`src/rtl/word_unpack_pkg.sv`:
```
// Shared types and helpers for the word unpacker: FSM state encoding and
// the element-order index mapping.
package word_unpack_pkg;

  typedef enum logic {IDLE = 1'b0, SEND = 1'b1} state_t;

  function automatic int unsigned elem_index(input int unsigned cnt,
                                             input logic        msb_first,
                                             input int unsigned n);
    if (msb_first) begin
      return n - 32'd1 - cnt;
    end else begin
      return cnt;
    end
  endfunction

endpackage

```
`src/rtl/word_unpacker.sv`:
```
// Streams a WIDTH-bit word out as WIDTH/ELEM_W elements over valid/ready,
// with per-word element order and per-element bit reversal.
module word_unpacker
  import word_unpack_pkg::*;
#(
  parameter  int WIDTH  = 64,
  parameter  int ELEM_W = 8,
  localparam int N      = WIDTH / ELEM_W,
  localparam int IW     = (N > 1) ? $clog2(N) : 1
) (
  input  logic              clk,
  input  logic              rst,
  input  logic              in_valid,
  output logic              in_ready,
  input  logic [WIDTH-1:0]  in_data,
  input  logic              in_msb_first,
  input  logic              in_rev,
  output logic              out_valid,
  input  logic              out_ready,
  output logic [ELEM_W-1:0] out_data,
  output logic [IW-1:0]     out_idx,
  output logic              out_last
);

  if (WIDTH % ELEM_W != 0) begin : g_bad_width
    $error("word_unpacker: WIDTH must be a multiple of ELEM_W");
  end

  state_t                       state_r, state_nxt_s;
  logic [N-1:0][ELEM_W-1:0]     word_r;
  logic                         msb_first_r;
  logic                         rev_r;
  logic [IW-1:0]                cnt_r;
  logic [31:0]                  idx_full_s;
  logic [IW-1:0]                idx_s;
  logic [ELEM_W-1:0]            elem_s;
  logic [ELEM_W-1:0]            elem_rev_s;
  logic                         send_s;
  logic                         last_s;
  logic                         load_s;
  logic                         adv_s;
  logic                         in_ready_s;

  assign send_s     = (state_r == SEND);
  assign last_s     = (cnt_r == IW'(N - 1));
  assign idx_full_s = elem_index(32'(cnt_r), msb_first_r, 32'(N));
  assign idx_s      = idx_full_s[IW-1:0];
  assign elem_s     = word_r[idx_s];
  assign elem_rev_s = {<<{elem_s}};

  // Next-state, load/advance decisions and input-side ready.
  always_comb begin
    state_nxt_s = state_r;
    load_s      = 1'b0;
    adv_s       = 1'b0;
    in_ready_s  = 1'b0;
    case (state_r)
      IDLE: begin
        in_ready_s = 1'b1;
        if (in_valid) begin
          load_s      = 1'b1;
          state_nxt_s = SEND;
        end else begin
          state_nxt_s = IDLE;
        end
      end
      SEND: begin
        if (out_ready && last_s) begin
          // Ready only on the final beat so the next word follows with no bubble.
          in_ready_s = 1'b1;
          if (in_valid) begin
            load_s      = 1'b1;
            state_nxt_s = SEND;
          end else begin
            state_nxt_s = IDLE;
          end
        end else if (out_ready) begin
          adv_s = 1'b1;
        end else begin
          adv_s = 1'b0;
        end
      end
      default: begin
        state_nxt_s = IDLE;
      end
    endcase
  end

  // State, captured word, per-word flags and beat counter.
  always_ff @(posedge clk) begin
    if (rst) begin
      state_r     <= IDLE;
      word_r      <= '0;
      msb_first_r <= 1'b0;
      rev_r       <= 1'b0;
      cnt_r       <= '0;
    end else begin
      state_r <= state_nxt_s;
      if (load_s) begin
        word_r      <= in_data;
        msb_first_r <= in_msb_first;
        rev_r       <= in_rev;
        cnt_r       <= '0;
      end else if (adv_s) begin
        cnt_r <= cnt_r + IW'(1);
      end else begin
        cnt_r <= cnt_r;
      end
    end
  end

  assign in_ready  = rst ? 1'b0 : in_ready_s;
  assign out_valid = send_s;
  assign out_last  = send_s & last_s;
  assign out_idx   = send_s ? idx_s : '0;
  assign out_data  = send_s ? (rev_r ? elem_rev_s : elem_s) : '0;

endmodule
```
`config.mk`:
```
export PLATFORM = sky130hd
export DESIGN_NAME = word_unpacker
export DESIGN_NICKNAME = d
export VERILOG_FILES = /design/src/rtl/word_unpack_pkg.sv /design/src/rtl/word_unpacker.sv
export SDC_FILE = /design/constraint.sdc
export NUM_CORES = 1
export LEC_CHECK = 0
export ABC_AREA = 1
export BUFFER_PORTS_ARGS = -buffer_cell sky130_fd_sc_hd__buf_4
export CORE_ASPECT_RATIO = 1.2
export CORE_MARGIN = 1.5
export CORE_UTILIZATION = 25
export DETAILED_ROUTE_END_ITERATION = 16
export GPL_ROUTABILITY_DRIVEN = 0
export GPL_TIMING_DRIVEN = 0
export HOLD_SLACK_MARGIN = 0.1
export PLACE_DENSITY = 0.48
export SLEW_MARGIN = 20
export SYNTH_ARGS = -nofsm -noshare
export SYNTH_HDL_FRONTEND = slang
export SYNTH_SLANG_ARGS = --single-unit
```
`constraint.sdc`:
```
create_clock -name clk -period 4.11 [get_ports clk]
set_input_delay 0.2055 -clock clk [delete_from_list [all_inputs] [get_ports clk]]
set_output_delay 0.2055 -clock clk [all_outputs]
set_load 0.1 [all_outputs]
```
=== Word-level counts from Yosys, hierarchy flattened ===
Cells that the tools add are included.

* $add $sub $neg: 2
* $mul: 0
* Divide/modulo/power cells: 0
* Order comparisons: 1
* Equal/unequal tests: 1
* Shift operators: 0
* Muxes and demuxes: 17
* Bitwise operators: 2
* Reductions and logical operators: 2

{| class="wikitable"
|+ Operators with widths
! kind !! count
|-
| 8-bit binary-select mux with 3-bit select || 1
|-
| 8-bit two-way mux || 3
|-
| 1-bit two-way mux || 8
|-
| 3-bit two-way mux || 2
|-
| 1-bit case mux with 2 select lines || 3
|-
| 3-bit by 4-bit less-than comparator with 1-bit output, second input constant || 1
|-
| 3-bit by 1-bit adder with 3-bit output, second input constant || 1
|-
| 3-bit equality test, second input constant || 1
|-
| 3-bit subtractor, first input constant || 1
|-
| 2-bit OR reduction || 1
|-
| 1-bit AND || 1
|-
| 1-bit logical AND || 1
|-
| 1-bit NOT || 1
|}

* Flip-flop bits (word level): 70
* Latch bits: 0
* Bits in writable memories: 0
* ROM bits: 0
* Bits of input ports: 70
* Output and inout bits: 14
* Word-level logic and storage cells: 37
* Memories: 0

=== Logic depth before layout (Yosys ltp) ===
Gate-level depths: netlist (run 1).

* Depth in word-level cells: 6
* Depth in mapped cells: 11
* Mapped depth without buffers: 9

=== Worst setup path before layout (run 1) ===
Ideal clock, no wire load.

* Path kind: register to output
* From: reg state_r (netlist: out_valid)
* To: out out_idx[0]
* Arrival: 2.601 ns
* Setup slack: 1.304 ns
* Cell stages (with the launch flop): 4
* Path buffers: 1
* Cell sequence: dfxtp_1 -> buf_2 -> inv_2 -> nor2_1

* Longest elaborated chain between the ends: 1

{| class="wikitable"
|+ Ends and longest elaborated chain
! what !! line !! RTL
|-
| start: declaration || word_unpacker.sv:29 || <nowiki>state_t state_r, state_nxt_s;</nowiki>
|-
| start signal: assignment || word_unpacker.sv:98 || <nowiki>state_r <= state_nxt_s;</nowiki>
|-
| 3-bit two-way mux || word_unpacker.sv:115 || <nowiki>assign out_idx = send_s ? idx_s : '0;</nowiki>
|-
| end: declaration || word_unpacker.sv:21 || <nowiki>output logic [IW-1:0] out_idx,</nowiki>
|}

No other way between the ends.

=== Worst setup path in the final report (run 1) ===
* From: reg msb_first_r
* To: out out_data[3]

* Longest elaborated chain between the ends: 5

{| class="wikitable"
|+ Ends and longest elaborated chain
! what !! line !! RTL
|-
| start: declaration || word_unpacker.sv:31 || <nowiki>logic msb_first_r;</nowiki>
|-
| start signal: assignment || word_unpacker.sv:101 || <nowiki>msb_first_r <= in_msb_first;</nowiki>
|-
| 3-bit two-way mux || word_unpack_pkg.sv:10 || <nowiki>if (msb_first) begin</nowiki>
|-
| 8-bit binary-select mux with 3-bit select || word_unpacker.sv:48 || <nowiki>assign elem_s = word_r[idx_s];</nowiki>
|-
| 8-bit two-way mux (implied by the code) || word_unpacker.sv:48 ||
|-
| 8-bit two-way mux (2 in series) || word_unpacker.sv:116 || <nowiki>assign out_data = send_s ? (rev_r ? elem_rev_s : elem_s) : '0;</nowiki>
|-
| end: declaration || word_unpacker.sv:20 || <nowiki>output logic [ELEM_W-1:0] out_data,</nowiki>
|}

No other way between the ends. The select of a mux whose other input is x is not followed.

==> metrics.md, run 1 <==
| Metric | Value |
|---|---|
| Yosys cell types | `22` |
| Commonest cells after routing, fill and taps aside | `nor2_1 (151), nand3_1 (90), buf_4 (89), dfxtp_1 (70)` |
| Initial Utilization | `25.8%` |
| PD cells | `411 nW/um^2` |
| Post-layout min period | `2610 ps` |
| Final clock skew | `7.06 ps` |
| Post-DP Area | `4130 um^2` |
| Area Overhead vs Synth | `45.8%` |
| Pin count of the biggest net entering global routing | `12` |
| Critical path startpoint category | `flop` |
| First-pass GRT wire length | `16.9 mm` |
| Final Hold Vio Count | `0` |
| Crit path max fanout | `10` |
| Peak supply drop | `0.183 mV` |
| DIE HEIGHT | `129 um` |
| Final period utilization | `63.6%` |
| Drt initial violations | `191` |
| Initial antenna violation count | `0` |
| Slew Viols, Final | `0` |
| Die Wd | `108 um` |
| Asr flop ratio synth | `0%` |
| Leakage | `2.22 nW` |
| CP endpoint kind | `primary output` |
| H-tree depth | `3` |
| Commonest non-fill, non-tap cell in the layout | `nor2_1` |
| Detailed-route via count | `3602` |
| FP Rows | `45` |
| CTS sink cnt | `70` |
| Final core occ | `37.7%` |
| YS warnings | `0` |
| Post-Layout Cell Count | `790` |
| Rel. slew slack | `64.6%` |
| Root Driver | `clkbuf_16` |
| Wire per inst | `13.7 um` |
| TNS Setup | `0 ps` |
| Register area share after synthesis | `42.4%` |
| Synthesis-stage register bit count | `70` |
| Clock buffer count from CTS | `9` |
| Antenna cells | `0` |
| Syn Area/Cell | `6.75 um^2` |
| Setup violations, final | `0` |
| Setup CP Type | `reg -> out` |
| GR Overflow Total | `0` |
| EDFF count, synth | `0` |
| Die ar. | `13900 um^2` |
| Post-route design area | `4810 um^2` |
| Post-route DRC | `0` |
| Max Fclk | `383 MHz` |
| Post-DP HPWL | `8.12 mm` |
| Dpl cells | `736` |
| Worst slew pin tran | `528 ps` |
| RSZ-0062 raised after global routing | `no` |
| Synthesized area | `3300 um^2` |
| Clock latency on the worst-skew pair | `340 ps` |
| Port Buf Inserts | `83` |
| Crit path DAT | `2410 ps` |
| Avg Vias per Cell | `4.56` |
| Drt first pass iters | `5` |
| # IOs | `84` |
| Predominant post-synthesis flop cell | `dfxtp_1` |
| WL final | `10.8 mm` |
| Status | `complete, no violations` |
| Total track usage | `16.0%` |
| Core Region | `12800 um^2` |
| Layout cells sized above 1 | `20.4%` |
| Min-Delay Path Class | `in -> reg` |
| CTS tree | `built` |
| Number of global-route vias before repair | `3477` |
| Cells after synthesis | `489` |
| Max_cap viols | `0` |
| Clock Path Buffers | `2` |
| Synth Net Count | `561` |
| Remaining antenna violation count after routing | `0` |
| Fin nets | `693` |
| Post_cts resized | `0` |
| Worst EP required | `3900 ps` |
| Clock transition at the registers of the reported paths | `60 ps` |
[synth_stat cells (2+ instances only)]
cell type,number,area (um^2)
dfxtp_1,70,1400
nand2_2,4,25.0
nor2_1,151,567
o21ai_0,52,260
xnor2_2,2,32.5
inv_1,7,26.3
clkbuf_1,15,56.3
a21oi_1,2,10.0
inv_2,3,11.3
nand2_1,52,195
o21ai_1,14,70.1
nand3_1,90,450
buf_4,6,45.0
ha_1,2,25.0
mux2_2,2,22.5
buf_2,11,55.1
[sequential cells by signal, summed over array words and instances, names as in the netlist]
name	flops
cnt_r	3
msb_first_r	1
out_valid	1
rev_r	1
word_r	64
[final timing paths]
check	startpoint	cells past startpoint	endpoint	slack (ps)
setup / recovery	msb_first_r	12	out_data[3]	1500
hold / removal	in_data[0]	3	word_r[0]	100
setup reg to reg	cnt_r[1]	8	word_r[20]	2160
hold reg to reg	word_r[45]	2	word_r[45]	500
[per-layer routing]
layer	global-route usage, %	routed length, um	vias up
met5	0	0	-
met4	6.19	221	0
met3	3.65	488	16
met2	27.7	5260	96
met1	19.1	4840	1627
li1	-	-	1863
[metrics by stage]
stage          setup slack, ps  hold slack (ps)  power (mW)
2_1_floorplan             1300              278        1.04
3_3_place_gp              1940              405        1.18
3_5_place_dp              1900              407        1.18
4_1_cts                   1530              100        2.00
5_1_grt                   1410              114        2.07
6_report                  1500              101        1.98
[layout make-up]
class	count	area, um^2
multi-input combinational	376	1700
tap	164	205
fill	1367	7970
clock inverter	3	42.5
sequential	70	1400
buffer	32	156
timing repair buffer	121	1000
inverter	11	41.3
clock buffer	13	260
[critical path: stages (launching register included)]
cell,delay (ps)
dfxtp_1,290
buf_4,170
inv_2,90
nand2_2,110
nand2_2,160
buf_4,200
nand2_1,70
nand3_1,130
nand3_1,140
nand2_1,100
nor2_1,40
nor2_1,220
buf_4,340
[power breakdown]
group / switching (mW) / internal (mW) / total [mW]
combinational: 0.271 / 0.163 / 0.435
clock: 0.283 / 0.502 / 0.784
sequential: 0.0296 / 0.732 / 0.761
total: 0.583 / 1.40 / 1.98
[cells by family (layout without fill, tap and decap cells)]
kind of cell | Yosys count | in the layout | synth area share (%)
buffers and inverters | 43 | 180 | 5.99
and+or+nand+nor | 299 | 299 | 37.8
AOI/OAI and AO/OA | 69 | 69 | 10.6
adders and majority gates | 2 | 2 | 0.758
DFF | 70 | 70 | 42.4
muxes | 2 | 2 | 0.682
xor gates and xnor gates | 4 | 4 | 1.74
[timing repair]
action                    CTS  global route
setup buffers               0             0
hold buffers               38             0
hold endpoints to repair   38             0
Note: power is estimated with default switching activity, not from simulation.
==> run 2, diff against run 1 <==
==> constraint.sdc (replaced) <==
create_clock -name clk -period 2.6 [get_ports clk]
set_input_delay 0.13 -clock clk [delete_from_list [all_inputs] [get_ports clk]]
set_output_delay 0.13 -clock clk [all_outputs]
set_load 0.1 [all_outputs]
==> run 2 against run 1 <==
- worst setup slack got worse by 1300 ps
- via count increased by 1.7%
- combinational power increased by 66%
- global-route usage increased by 0.42 points
- sequential power increased by 58%
- clock skew decreased by 1.1 ps
- count of clock-buffer cells in the layout decreased by 2
- design area increased by 5.8%
- non-clock buffer count increased by 28
- critical path depth unchanged
- total power increased by 57%
- flip-flop and latch count unchanged
- critical path type unchanged
==> metrics.md, run 2 (synthesized netlist as in run 1, its figures left out) <==
| Metric | Value |
|---|---|
| Status | `complete, no violations` |
| Crit path DAT | `2300 ps` |
| Worst slew pin tran | `534 ps` |
| Area Overhead vs Synth | `54.3%` |
| Commonest cells after routing, fill and taps aside | `nor2_1 (143), nand3_1 (90), buf_4 (89), dfxtp_1 (70), dlygate4sd3_1 (66)` |
| Post-route DRC | `0` |
| Post-layout min period | `2430 ps` |
| Sequential share of power | `38.8%` |
| Number of global-route vias before repair | `3648` |
| Min-Delay Path Class | `in -> reg` |
| RSZ-0062 raised after global routing | `no` |
| Drt first pass iters | `4` |
| Post-DP HPWL | `8.07 mm` |
| CTS tree | `built` |
| CP endpoint kind | `primary output` |
| Sw frac | `29.8%` |
| Pin count of the biggest net entering global routing | `12` |
| FP Rows | `45` |
| Max Fclk | `412 MHz` |
| Clock buffer count from CTS | `9` |
| Wire per inst | `13.4 um` |
| Detailed-route via count | `3665` |
| Remaining antenna violation count after routing | `0` |
| Clock transition at the registers of the reported paths | `60 ps` |
| Post_cts resized | `0` |
| CTS sink cnt | `70` |
| Final clock skew | `5.99 ps` |
| CTS Hold Bufs | `66` |
| # IOs | `84` |
| Clock latency on the worst-skew pair | `340 ps` |
| H-tree depth | `3` |
| Core Region | `12800 um^2` |
| First-pass GRT wire length | `17.5 mm` |
| Worst EP required | `2470 ps` |
| Root Driver | `clkbuf_16` |
| Initial Utilization | `25.8%` |
| Clock Path Buffers | `2` |
| Final Hold Vio Count | `0` |
| DIE HEIGHT | `129 um` |
| GR Overflow Total | `0` |
| WL final | `11.0 mm` |
| Die ar. | `13900 um^2` |
| Peak supply drop | `0.307 mV` |
| Commonest non-fill, non-tap cell in the layout | `nor2_1` |
| Final period utilization | `93.4%` |
| Max_cap viols | `0` |
| Drt initial violations | `154` |
| Avg Vias per Cell | `4.48` |
| Clock power frac | `38.0%` |
| Final core occ | `39.9%` |
| Register bank with the most flops | `word_r` |
| Critical path startpoint category | `flop` |
| Leakage | `2.33 nW` |
| Rel. slew slack | `64.2%` |
| Layout cells sized above 1 | `20.8%` |
| Pint | `2.18 mW` |
| Largest regs | `word_r: 64 flops, cnt_r: 3 flops` |
| Die Wd | `108 um` |
| Max FFs per register | `64` |
| TNS Setup | `0 ps` |
| PD cells | `610 nW/um^2` |
| Port Buf Inserts | `83` |
| Slew Viols, Final | `0` |
| Antenna cells | `0` |
| Fin nets | `721` |
| Crit path max fanout | `10` |
| Sw power | `0.927 mW` |
| Initial antenna violation count | `0` |
| Setup violations, final | `0` |
| Setup CP Type | `reg -> out` |
| Combinational share of power | `23.3%` |
| Total track usage | `16.4%` |
| Postcts setup bufs | `0` |
==> run 2: cell types whose count changed in the layout (fill, tap and decap cells not counted), sizes merged <==
cell,before,now
clkbuf,28,26
dlygate4sd3,38,66
clkinvlp,1,0
clkinv,2,5
==> run 2: per-layer routing <==
metal | up-vias | track usage (%) | wire, um
li1 | 1922 | - | -
met4 | 0 | 6.89 | 249
met2 | 85 | 29.3 | 5380
met1 | 1644 | 19.5 | 4930
met3 | 14 | 2.33 | 419
met5 | - | 0 | 0
==> run 2: area by class of cell <==
class | instances | area (um^2)
Fill cell | 1360 | 7690
Multi-Input combinational cell | 376 | 1720
Sequential cell | 70 | 1400
Timing Repair Buffer | 149 | 1280
Clock buffer | 11 | 233
Tap cell | 164 | 205
Buffer | 32 | 156
Clock inverter | 5 | 50.0
Inverter | 11 | 41.3
==> run 2: per-stage QoR <==
| stage | hold slack [ps] | worst slack [ps] | cell area, um^2 | instances | power, mW |
|---|---|---|---|---|---|
| final | 135 | 173 | 5090 | 818 | 3.11 |
| after global routing | 144 | 4.38 | 5090 | 818 | 3.25 |
| after CTS | 128 | 167 | 5090 | 818 | 3.13 |
| after global placement | 329 | 568 | 4150 | 736 | 1.86 |
| after detailed placement | 330 | 541 | 4150 | 736 | 1.87 |
| after floorplan | 202 | -131 | 3320 | 489 | 1.64 |
==> run 2: power by group through the flow <==
| stage | Clock [mW] | Combinational [mW] | Sequential, mW |
|---|---|---|---|
| finish | 1.18 | 0.723 | 1.20 |
| global route | 1.25 | 0.795 | 1.21 |
| CTS | 1.20 | 0.727 | 1.20 |
| detailed placement | 0 | 0.645 | 1.23 |
| global placement | 0 | 0.637 | 1.23 |
| floorplan | 0 | 0.429 | 1.22 |
==> run 2: worst paths after layout <==
path,startpoint,endpoint,slack (ps),depth (start not counted)
setup / recovery,msb_first_r,out_data[4],170,12
hold / removal,in_rev,rev_r,140,3
setup reg to reg,cnt_r[0],word_r[55],680,8
hold reg to reg,word_r[49],word_r[49],500,2
==> run 2: worst max-delay path: stages (launching register included) <==
cell and delay (ps):
dfxtp_1 300, buf_4 170, inv_2 90, nand2_2 110, nand2_2 160, buf_4 200, nand2_1 60, nand3_1 100
nand3_1 120, nand2_1 110, nor2_1 50, nor2_2 170, buf_4 310
